--- src/rtl/ste_stream_sequencer.sv ---
// ============================================================================
// ste_stream_sequencer
//   Steps one symbol stream through an STE array and queues non-zero report
//   vectors, tagged with their symbol offset, in a show-ahead report FIFO.
// Revision: 1.0
// ============================================================================
`timescale 1ns/1ps
`default_nettype none

module ste_stream_sequencer #(
  parameter int SYM_W      = 8,
  parameter int REPORT_W   = 16,
  parameter int OFFSET_W   = 32,
  parameter int FIFO_DEPTH = 4
) (
  input  logic                clk,
  input  logic                reset,
  input  logic                s_valid,
  output logic                s_ready,
  input  logic [SYM_W-1:0]    s_data,
  input  logic                s_last,
  input  logic                cfg_all_input,
  output logic [SYM_W-1:0]    sym_out,
  output logic                ste_run,
  output logic                ste_sod,
  output logic                ste_reset,
  input  logic [REPORT_W-1:0] report_vec,
  output logic                r_valid,
  input  logic                r_ready,
  output logic [OFFSET_W-1:0] r_offset,
  output logic [REPORT_W-1:0] r_bits,
  output logic                busy,
  output logic                done
);

  localparam int c_PTR_W   = $clog2(FIFO_DEPTH);
  localparam int c_CNT_W   = c_PTR_W + 1;
  localparam int c_ENTRY_W = OFFSET_W + REPORT_W;

  typedef enum logic [1:0] {
    S_IDLE = 2'd0,
    S_CLR  = 2'd1,
    S_RUN  = 2'd2,
    S_DONE = 2'd3
  } state_t;

  state_t                r_state;
  logic                  r_sym_vld;
  logic                  r_last_held;
  logic                  r_cfg;
  logic [SYM_W-1:0]      r_sym;
  logic [OFFSET_W-1:0]   r_sym_offset;
  logic                  r_ste_reset;
  logic                  r_busy;
  logic                  r_done;
  logic [c_ENTRY_W-1:0]  r_mem [FIFO_DEPTH];
  logic [c_PTR_W-1:0]    r_wr_ptr;
  logic [c_PTR_W-1:0]    r_rd_ptr;
  logic [c_CNT_W-1:0]    r_count;

  logic                  w_in_run;
  logic                  w_full;
  logic                  w_step;
  logic                  w_accept;
  logic                  w_push;
  logic                  w_pop;
  logic [c_ENTRY_W-1:0]  w_head;

  // Fullness uses the start-of-cycle count, so a same-cycle pop never frees a step.
  assign w_in_run = (r_state == S_RUN);
  assign w_full   = (r_count == c_CNT_W'(FIFO_DEPTH));
  assign w_step   = w_in_run & r_sym_vld & ~w_full;
  assign s_ready  = w_in_run & (~r_sym_vld | w_step) & ~r_last_held;
  assign w_accept = s_valid & s_ready;
  assign w_push   = w_step & (|report_vec);
  assign w_pop    = r_valid & r_ready;

  assign ste_run   = w_step;
  assign ste_sod   = w_step & r_cfg;
  assign ste_reset = r_ste_reset;
  assign busy      = r_busy;
  assign done      = r_done;
  assign sym_out   = r_sym;

  always_ff @(posedge clk or negedge reset) begin
    if (!reset) begin
      r_state      <= S_IDLE;
      r_sym_vld    <= 1'b0;
      r_last_held  <= 1'b0;
      r_cfg        <= 1'b0;
      r_sym        <= '0;
      r_sym_offset <= '0;
      r_ste_reset  <= 1'b0;
      r_busy       <= 1'b0;
      r_done       <= 1'b0;
    end else begin
      case (r_state)
        S_IDLE: begin
          if (s_valid) begin
            r_state     <= S_CLR;
            r_cfg       <= cfg_all_input;
            r_ste_reset <= 1'b1;
            r_busy      <= 1'b1;
          end
        end
        S_CLR: begin
          r_state      <= S_RUN;
          r_ste_reset  <= 1'b0;
          r_sym_offset <= '0;
          r_sym_vld    <= 1'b0;
          r_last_held  <= 1'b0;
        end
        S_RUN: begin
          if (w_step && r_last_held) begin
            r_state <= S_DONE;
            r_done  <= 1'b1;
          end
        end
        default: begin
          r_state <= S_IDLE;
          r_done  <= 1'b0;
          r_busy  <= 1'b0;
        end
      endcase

      if (w_step) begin
        r_sym_offset <= r_sym_offset + OFFSET_W'(1);
      end

      if (w_accept) begin
        r_sym       <= s_data;
        r_sym_vld   <= 1'b1;
        r_last_held <= s_last;
      end else if (w_step) begin
        r_sym_vld   <= 1'b0;
        r_last_held <= 1'b0;
      end
    end
  end

  always_ff @(posedge clk) begin
    if (w_push) begin
      r_mem[r_wr_ptr] <= {r_sym_offset, report_vec};
    end
  end

  always_ff @(posedge clk or negedge reset) begin
    if (!reset) begin
      r_wr_ptr <= '0;
      r_rd_ptr <= '0;
      r_count  <= '0;
    end else begin
      if (w_push) begin
        r_wr_ptr <= r_wr_ptr + c_PTR_W'(1);
      end
      if (w_pop) begin
        r_rd_ptr <= r_rd_ptr + c_PTR_W'(1);
      end
      case ({w_push, w_pop})
        2'b10:   r_count <= r_count + c_CNT_W'(1);
        2'b01:   r_count <= r_count - c_CNT_W'(1);
        default: r_count <= r_count;
      endcase
    end
  end

  // Head fields are masked while empty so stale entries never reach the port.
  assign w_head   = r_mem[r_rd_ptr];
  assign r_valid  = (r_count != '0);
  assign r_offset = r_valid ? w_head[c_ENTRY_W-1:REPORT_W] : '0;
  assign r_bits   = r_valid ? w_head[REPORT_W-1:0] : '0;

endmodule

`default_nettype wire

--- config.mk ---
export PLATFORM = sky130hd
export DESIGN_NAME = ste_stream_sequencer
export DESIGN_NICKNAME = d
export VERILOG_FILES = /design/src/rtl/ste_stream_sequencer.sv
export SDC_FILE = /design/constraint.sdc
export NUM_CORES = 1
export LEC_CHECK = 0
export ABC_AREA = 1
export BUFFER_PORTS_ARGS = -buffer_cell sky130_fd_sc_hd__buf_2
export CORE_MARGIN = 2
export CORE_UTILIZATION = 40
export CTS_BUF_LIST = sky130_fd_sc_hd__clkbuf_4
export DETAILED_ROUTE_END_ITERATION = 10
export GPL_ROUTABILITY_DRIVEN = 1
export GPL_TIMING_DRIVEN = 1
export HOLD_SLACK_MARGIN = 0.08
export PLACE_DENSITY_LB_ADDON = 0.08
export SYNTH_ARGS = -nofsm -noshare
export SYNTH_HDL_FRONTEND = slang
export SYNTH_SLANG_ARGS = --single-unit
--- constraint.sdc ---
create_clock -name clk -period 5.4 [get_ports clk]
set_input_delay 0.81 -clock clk [delete_from_list [all_inputs] [get_ports clk]]
set_output_delay 0.81 -clock clk [all_outputs]
set_load 0.05 [all_outputs]
-- Word-level counts from Yosys, hierarchy flattened
Memory sizes are Yosys's and may differ from the RTL's.
Cells that the tools add are included.
- register bits: 55
- latch bits: 0
- RAM bits: 192
- ROM bits: 0
- input bits: 30
- output and inout bits: 63
- logic and storage cells: 73
- memories: 1
- memory list (memory ; words ; bits a word ; read ports ; clocked after memory_dff ; wr ports ; line ; RTL):
    r_mem ; 4 ; 48 ; 1 ; 0 ; 1 ; 56 ; logic [c_ENTRY_W-1:0] r_mem [FIFO_DEPTH];
- add/subtract/negate cells: 5
- $mul: 0
- div/mod/pow operators: 0
- order comparisons: 0
- equality and inequality tests: 7
- shift-type cells: 0
- muxes and demuxes: 19
- bitwise gates (word level): 14
- reductions and logical operators: 15
- operator list (kind ; count):
    two-way mux 32 bit ; 3
    adder 32 x 1 -> 32 bit, second input constant ; 1
    two-way mux 16 bit ; 1
    OR reduction 16 bit ; 1
    AND reduction 2 bit ; 5
    AND 1 bit ; 8
    two-way mux 1 bit ; 8
    one-hot mux 1 bit (2 select lines) ; 3
    one-hot mux 2 bit (3 select lines) ; 1
    one-hot mux 3 bit (2 select lines) ; 1
    nonzero test 2 bit ; 3
    nonzero test 3 bit ; 2
    inverter 1 bit ; 5
    adder 2 x 1 -> 2 bit, second input constant ; 2
    == test 2 x 1 -> 1 bit, second input constant ; 2
    == test 2 bit, second input constant ; 2
    two-way mux 2 bit ; 2
    OR reduction 2 bit ; 2
    adder 3 x 1 -> 3 bit, second input constant ; 1
    == test 3 bit, second input constant ; 1
    subtractor 3 x 1 -> 3 bit, second input constant ; 1
    logical NOT 2 bit ; 1
    != test 2 x 1 -> 1 bit, second input constant ; 1
    != test 2 bit, second input constant ; 1
    other kinds (2) ; 2

-- Longest topological paths before layout
Gate-level depths: netlist of the first run.
- depth after elaboration: 8
- depth in mapped cells: 12
- gate-level depth less buffers: 11

-- Worst setup path before layout of the first run
Ideal clock, no wire load.
- path type: reg-to-reg
- from: register r_state[0]
- to: memory r_mem[0][0] in the netlist's numbering, enable pin
- setup time: 0.454 ns
- data arrival time: 3.235 ns
- required time: 4.946 ns
- setup slack: 1.712 ns
- stages on the path, launching flop included: 8
- period minus slack after synthesis: 3.688 ns
- path through: dfrtp_1 > inv_1 > ha_1 > nand2_1 > nor2_2 > buf_6 > nand2_4 > nor2_1
- longest elaborated chain between the ends: 6
- RTL lines (item ; line ; RTL):
    start, declared ; 47 ; state_t r_state;
    start signal, assigned ; 87 ; r_state <= S_IDLE;
    start signal, assigned ; 100 ; r_state <= S_CLR;
    start signal, assigned ; 107 ; r_state <= S_RUN;
    == test 2 bit ; 70 ; assign w_in_run = (r_state == S_RUN);
    named net w_in_run ; 61 ; logic w_in_run;
    AND 1 bit (2 in a row) ; 72 ; assign w_step = w_in_run & r_sym_vld & ~w_full;
    AND 1 bit ; 75 ; assign w_push = w_step & (|report_vec);
    two-way mux 1 bit ; 142 ; if (w_push) begin
    two-way mux 1 bit (implied by the code) ; 143 ; r_mem[r_wr_ptr] <= {r_sym_offset, report_vec};
    end, declared ; 56 ;
The timed path passes the listed nets, and every way through them passes these cells.

-- Worst setup path in the final report of the first run
- from: register r_rd_ptr[0]
- to: output port r_offset[9]
- longest elaborated chain between the ends: 2
- RTL lines (item ; line ; RTL):
    start, declared ; 58 ; logic [c_PTR_W-1:0] r_rd_ptr;
    start signal, assigned ; 157 ; r_rd_ptr <= r_rd_ptr + c_PTR_W'(1);
    memory (4 x 48 bit) ; -- ;
    two-way mux 32 bit ; 170 ; assign r_offset = r_valid ? w_head[c_ENTRY_W-1:REPORT_W] : '0;
    end, declared ; 30 ; output logic [OFFSET_W-1:0] r_offset,
Every way passes these cells.

==> metrics.md, run 1 <==
| Metric | Value |
|---|---|
| Status | `complete, but fails checks` |
| Failing checks | `DRC` |
| Rows | `59` |
| RR Startpoint | `r_state[0]$_DFFE_PN0P_` |
| Post-Syn Area | `0.0107 mm2` |
| Post-synth EDFFs | `192` |
| Initial Util | `40.9%` |
| First-pass GRT wire length | `40700 um` |
| Met1 WL | `12000 um` |
| Pwr/cell area | `576 mW/mm2` |
| RSZ-0062 raised after global routing | `false` |
| Yosys top cell by area | `edfxtp_1` |
| Num CTS Buffers | `68` |
| Critical path data arrival time | `2.91 ns` |
| Tot Pwr | `0.00712 W` |
| HP Class | `in2async` |
| Critical setup path kind | `reg2out` |
| Final Wtd Congestion | `0.809` |
| Most common cell in the netlist | `nor2_1` |
| Final nets | `1211` |
| Fmax | `269 MHz` |
| Remaining DRCs | `8` |
| Synth Instances | `1037` |
| Fill count | `2539` |
| Post-route insts no fill | `1555` |
| Syn_nets | `1077` |
| Max Cap Viol | `0` |
| Root Driver | `clkbuf_4` |
| Syn avg cell area | `10.3 um2` |
| Total gr overflow | `0` |
| CTS Buffer Depth | `3` |
| Remaining antenna violation count | `0` |
| CP Launch Type | `flop` |
| Final setup TNS | `0 ns` |
| Number of global-route vias before repair | `7498` |
| Final core occ | `47.3%` |
| Final wirelength | `25500 um` |
| Final hold violation count | `0` |
| Yosys cell types | `36` |
| Area Growth Syn to Fin | `15.7%` |
| Fraction of layout cells with a size suffix above 1 | `20.0%` |
| Clk_lat worst skew | `0.65 ns` |
| Resize count post-CTS | `0` |
| CTS clock-pin slew for the worst setup and hold paths | `0.06 ns` |
| Required @ worst endpoint | `4.59 ns` |
| Worst reg-to-reg setup slack | `2.32 ns` |
| Synth Warn # | `0` |
| Placed Cells | `1436` |
| H-tree levels | `3` |
| Final setup fails | `0` |
| Total track usage | `18.7%` |
| Synth Register Bits | `247` |
| Drt first-iter violations | `538` |
| First-pass iteration count of the detailed router | `7` |
| TritonCTS clock tree | `built` |
| Setup crit end kind | `output pin` |
| Synth top area share | `54.0%` |
| Uppermost routed layer | `met4` |
| Fin. max-slew vios | `0` |
| Initial antenna violation count | `1` |
| Vias per cell | `4.91` |
| Synth area leaders | `edfxtp_1, dfrtp_1, nor2_1` |
| Skew final | `0.0441 ns` |
| Post-CTS setup buffer count | `0` |
| Routed len/inst | `16.4 um` |
| Wire length on met3 | `1150 um` |
| Die Area | `0.0280 mm2` |
| Final period util | `68.9%` |
| Vias | `7635` |
| Worst slew pin tran | `1.03 ns` |
| Hold Buf Count CTS | `0` |
| Largest net degree at the start of global routing | `60` |
| Total core area | `0.0261 mm2` |
| Port Buf Inserts | `92` |
| Relative slew slack | `31.0%` |
| Maximum vdd drop | `0.323 mV` |
| Worst r2r path cells | `8` |
| Die Y | `167 um` |
| Post-DP HPWL | `15000 um` |
| # clock sinks | `247` |
| IO Pins | `93` |
| Leak pwr | `4.57 nW` |
| Met2 WL | `11900 um` |
| Ys flop type | `edfxtp_1` |
| R2R Path End | `r_mem[2][45]$_DFFE_PP_` |
| Synth cell count leaders | `nor2_1, edfxtp_1, nand2_1, o21ai_0, dfrtp_1` |
| Die width | `167 um` |
| Share of synthesized registers carrying an async set or reset | `22.3%` |
| Tmin final | `3.72 ns` |
| Register area share after synthesis | `66.9%` |
| CP max FO | `55` |
| Hold slack | `0.338 ns` |
per-layer routing:
layer	vias up	global-route usage [%]
met4	0	5.60
li1	3816	-
met3	38	4.18
met2	172	30.1
met5	-	0
met1	3609	25.5
registers in the layout (all words and copies together), names as in the netlist:
| name | cells |
|---|---|
| r_sym_vld | 1 |
| done | 1 |
| r_last_held | 1 |
| busy | 1 |
| r_rd_ptr | 2 |
| r_wr_ptr | 2 |
| r_cfg | 1 |
| r_sym_offset | 32 |
| sym_out | 8 |
| r_count | 3 |
| ste_reset | 1 |
| r_state | 2 |
| r_mem | 192 |
how the worst max path moves through the flow:
stage | start | to | slack [ns]
2_1_floorplan | r_state[0]$_DFFE_PN0P_ | r_mem[0][0]$_DFFE_PP_ | 1.71
3_3_place_gp | r_state[0]$_DFFE_PN0P_ | r_mem[2][35]$_DFFE_PP_ | 2.25
3_5_place_dp | r_state[0]$_DFFE_PN0P_ | r_mem[2][35]$_DFFE_PP_ | 2.24
4_1_cts | r_rd_ptr[0]$_DFFE_PN0P_ | r_offset[9] | 1.57
5_1_grt | r_rd_ptr[0]$_DFFE_PN0P_ | r_offset[9] | 1.38
6_report | r_rd_ptr[0]$_DFFE_PN0P_ | r_offset[9] | 1.68
metrics by stage:
step / instance area, um2 / worst slack, ns
6_report: 12300 / 1.68
5_1_grt: 12300 / 1.38
4_1_cts: 12300 / 1.57
3_5_place_dp: 11500 / 2.24
3_3_place_gp: 11500 / 2.25
2_1_floorplan: 10700 / 1.71
cells by family (layout without fill, tap and decap cells):
group / count (synthesis) / after routing / synth area share (%)
buffers and inverters: 101 / 283 / 4.07
AOI/OAI and AO/OA: 176 / 176 / 8.37
adders and majority gates: 10 / 10 / 1.24
other: 0 / 1 / 0
xor gates and xnor gates: 8 / 8 / 0.656
and+or+nand+nor: 495 / 495 / 18.8
DFF: 247 / 247 / 66.9
placed cells by master, fill, tap and decap left out:
cell type and n:
xor2_1 6, nand3_2 1, o31ai_1 1, clkinvlp_4 1
nor2_1 256, inv_2 6, a22o_1 1, nand4_1 2
nor2_4 5, clkinv_2 2, o21ai_1 6, nand2_1 162
nand2_4 1, dfrtp_1 53, xnor2_1 2, nand3_4 1
o22ai_1 2, o21ai_0 112, dfrtp_2 2, nand2_2 4
edfxtp_1 192, a21oi_1 53, buf_4 15, inv_1 53
clkbuf_4 101, clkinv_1 12, diode_2 1, nor3_4 1
nor3_1 2, nor2_2 8, and2_1 1, ha_1 9
nand3_1 49, buf_2 92, or2_2 2, o21ai_2 1
bufinv_16 1, fa_1 1
critical path: stages (launching register included):
cell and delay (ns):
dfrtp_2 0.36, buf_4 0.50, buf_4 0.53, nor2_1 0.11
nor2_1 0.10, o21ai_0 0.09, a21oi_1 0.25, buf_2 0.30
power breakdown:
group | total [W] | internal, W | switching [W]
logic | 0.00313 | 0.000689 | 0.00244
clock network | 0.00165 | 0.000902 | 0.000744
registers | 0.00234 | 0.00225 | 0.0000879
final cells by class:
cell class / instances / area, um2 / share of cell area (%)
Tap cell: 335 / 419 / 3.39
Sequential cell: 247 / 7140 / 57.9
Clock buffer: 101 / 758 / 6.14
Clock inverter: 17 / 96.3 / 0.780
Multi-Input combinational cell: 689 / 3140 / 25.4
Antenna cell: 1 / 2.50 / 0.0203
Timing Repair Buffer: 107 / 573 / 4.64
Inverter: 58 / 218 / 1.76
Power figures use the tool's default switching activity.
==> run 2, diff against run 1 <==
clock period = 3.7 ns   (was 5.4 ns; I/O delays follow)
==> run 2 against run 1 <==
  * The flow still finishes with violations (DRC)
  * Cell area is 2.2% higher
  * Highest routed layer unchanged
  * Via count is 1.1% higher
  * Sequential share of layout area is 1.3 points lower
  * Critical endpoint unchanged
==> metrics.md, run 2 (synthesis gave the netlist of run 1 again) <==
| Metric | Value |
|---|---|
| Status | `complete, but fails checks` |
| Failing checks | `DRC` |
| # clock sinks | `247` |
| CTS Buffer Depth | `3` |
| Hold path depth | `1` |
| Maximum vdd drop | `0.438 mV` |
| Remaining DRCs | `8` |
| Number of global-route vias before repair | `7596` |
| RSZ-0062 raised after global routing | `false` |
| Vias per cell | `4.89` |
| Total track usage | `18.6%` |
| Tmin final | `3.26 ns` |
| Skew final | `0.0550 ns` |
| Fraction of layout cells with a size suffix above 1 | `20.0%` |
| Vias | `7719` |
| First-pass GRT wire length | `40900 um` |
| Total core area | `0.0261 mm2` |
| Post-DP HPWL | `15300 um` |
| Die width | `167 um` |
| CP max FO | `40` |
| Final Wtd Congestion | `0.791` |
| Remaining antenna violation count | `0` |
| Final setup fails | `0` |
| Final core occ | `48.3%` |
| Tot Pwr | `0.0106 W` |
| Area Growth Syn to Fin | `18.2%` |
| Initial antenna violation count | `1` |
| Most frequent cells in the layout | `nor2_1, edfxtp_1, nand2_1, o21ai_0, clkbuf_4` |
| Required @ worst endpoint | `3.14 ns` |
| Initial Util | `40.9%` |
| Largest net degree at the start of global routing | `50` |
| Final nets | `1228` |
| Critical path, cell by cell | `buf_4, nor2_1, nor2_1, o21ai_0, a21oi_1, buf_2` |
| IO Pins | `93` |
| Leak pwr | `4.68 nW` |
| Slowest CP cell | `dfrtp_2` |
| Die Area | `0.0280 mm2` |
| CP Depth | `6` |
| TritonCTS clock tree | `built` |
| Final period util | `88.2%` |
| Total gr overflow | `0` |
| Worst r2r path cells | `7` |
| Hold slack | `0.143 ns` |
| Resize count post-CTS | `0` |
| Port Buf Inserts | `92` |
| Routed len/inst | `16.3 um` |
| Fill count | `2504` |
| Most common cell after layout, fill and taps aside | `nor2_1` |
| Max reg flops | `192` |
| Drt first-iter violations | `472` |
| Fin. max-slew vios | `0` |
| Worst slew pin tran | `0.851 ns` |
| Final hold violation count | `0` |
| Final wirelength | `25700 um` |
| First-pass iteration count of the detailed router | `9` |
| Pwr/cell area | `841 mW/mm2` |
| Max Cap Viol | `0` |
| Fmax | `306 MHz` |
| H-tree levels | `3` |
| HP Class | `in2reg` |
| Family with the most delay on the worst path | `flip-flops` |
| Max incr delay on CP | `0.86 ns` |
| Critical path data arrival time | `2.71 ns` |
| Rows | `59` |
| Relative slew slack | `43.3%` |
| CTS clock-pin slew for the worst setup and hold paths | `0.06 ns` |
| Reg with most FFs | `r_mem` |
| Critical setup path kind | `reg2out` |
| CP Launch Type | `flop` |
| CP bufs+invs | `2` |
| CP most frequent cell | `nor2_1` |
| Root Driver | `clkbuf_4` |
| Clk_lat worst skew | `0.66 ns` |
| Die Y | `167 um` |
| Final setup TNS | `0 ns` |
| Num CTS Buffers | `68` |
| Setup crit end kind | `output pin` |
==> run 2: cell types whose count changed in the layout (fill, tap and decap cells not counted) <==
cell and delta:
dlygate4sd3_1 +14, clkinv_1 +4, diode_2 +3, buf_12 +2, bufinv_16 +2, inv_2 -2
buf_4 +1, clkbuf_4 +1, clkinv_2 -1, clkinv_4 +1
==> run 2: final timing paths <==
| check | startpoint | to | slack [ns] |
|---|---|---|---|
| max | r_rd_ptr[0]$_DFFE_PN0P_ | r_offset[9] | 0.44 |
| min | report_vec[0] | r_mem[0][0]$_DFFE_PP_ | 0.14 |
| max reg2reg | r_state[0]$_DFFE_PN0P_ | r_mem[2][33]$_DFFE_PP_ | 1.35 |
| min reg2reg | sym_out[4]$_DFFE_PN0P_ | sym_out[4]$_DFFE_PN0P_ | 0.46 |
| max in group asynchronous | reset | r_state[1]$_DFFE_PN0P_ | 2.37 |
| min in group asynchronous | reset | done$_DFFE_PN0P_ | 0.55 |
==> run 2: metrics by stage <==
step                      instances  instance area, um2  worst slack, ns
final                          1580               12600            0.437
after global routing           1580               12600            0.197
after CTS                      1576               12600            0.313
after detailed placement       1439               11500             1.05
after global placement         1439               11500             1.07
after floorplan                1037               10700           0.0118
==> run 2: final cells by class <==
class                   count  area [um2]  share of cell area (%)
diodes                      4        10.0                  0.0793
clock buffers             102         766                    6.07
clock inverters            21         168                    1.33
inverters                  58         218                    1.72
multi-input cells         689        3140                    24.9
flip-flops and latches    247        7140                    56.6
well taps                 335         419                    3.32
repair buffers            124         761                    6.03
==> run 2: what timing repair did <==
action,4_1_cts,5_1_grt
hold endpoints to repair,58,0
buffers inserted,0,0
hold buffers,14,0
==> run 2: power by group <==
part | internal [W] | total, W | switching (W)
clock network | 0.00147 | 0.00260 | 0.00112
registers | 0.00328 | 0.00348 | 0.000196
logic | 0.00103 | 0.00454 | 0.00351
total | 0.00579 | 0.0106 | 0.00483
==> run 2: routing by layer <==
layer / vias up / wire length, um / GRT usage (%)
li1: 3851 / - / -
met1: 3638 / 11900 / 24.9
met2: 196 / 12200 / 30.5
met3: 34 / 1230 / 3.64
met4: 0 / 437 / 6.73
met5: - / 0 / 0
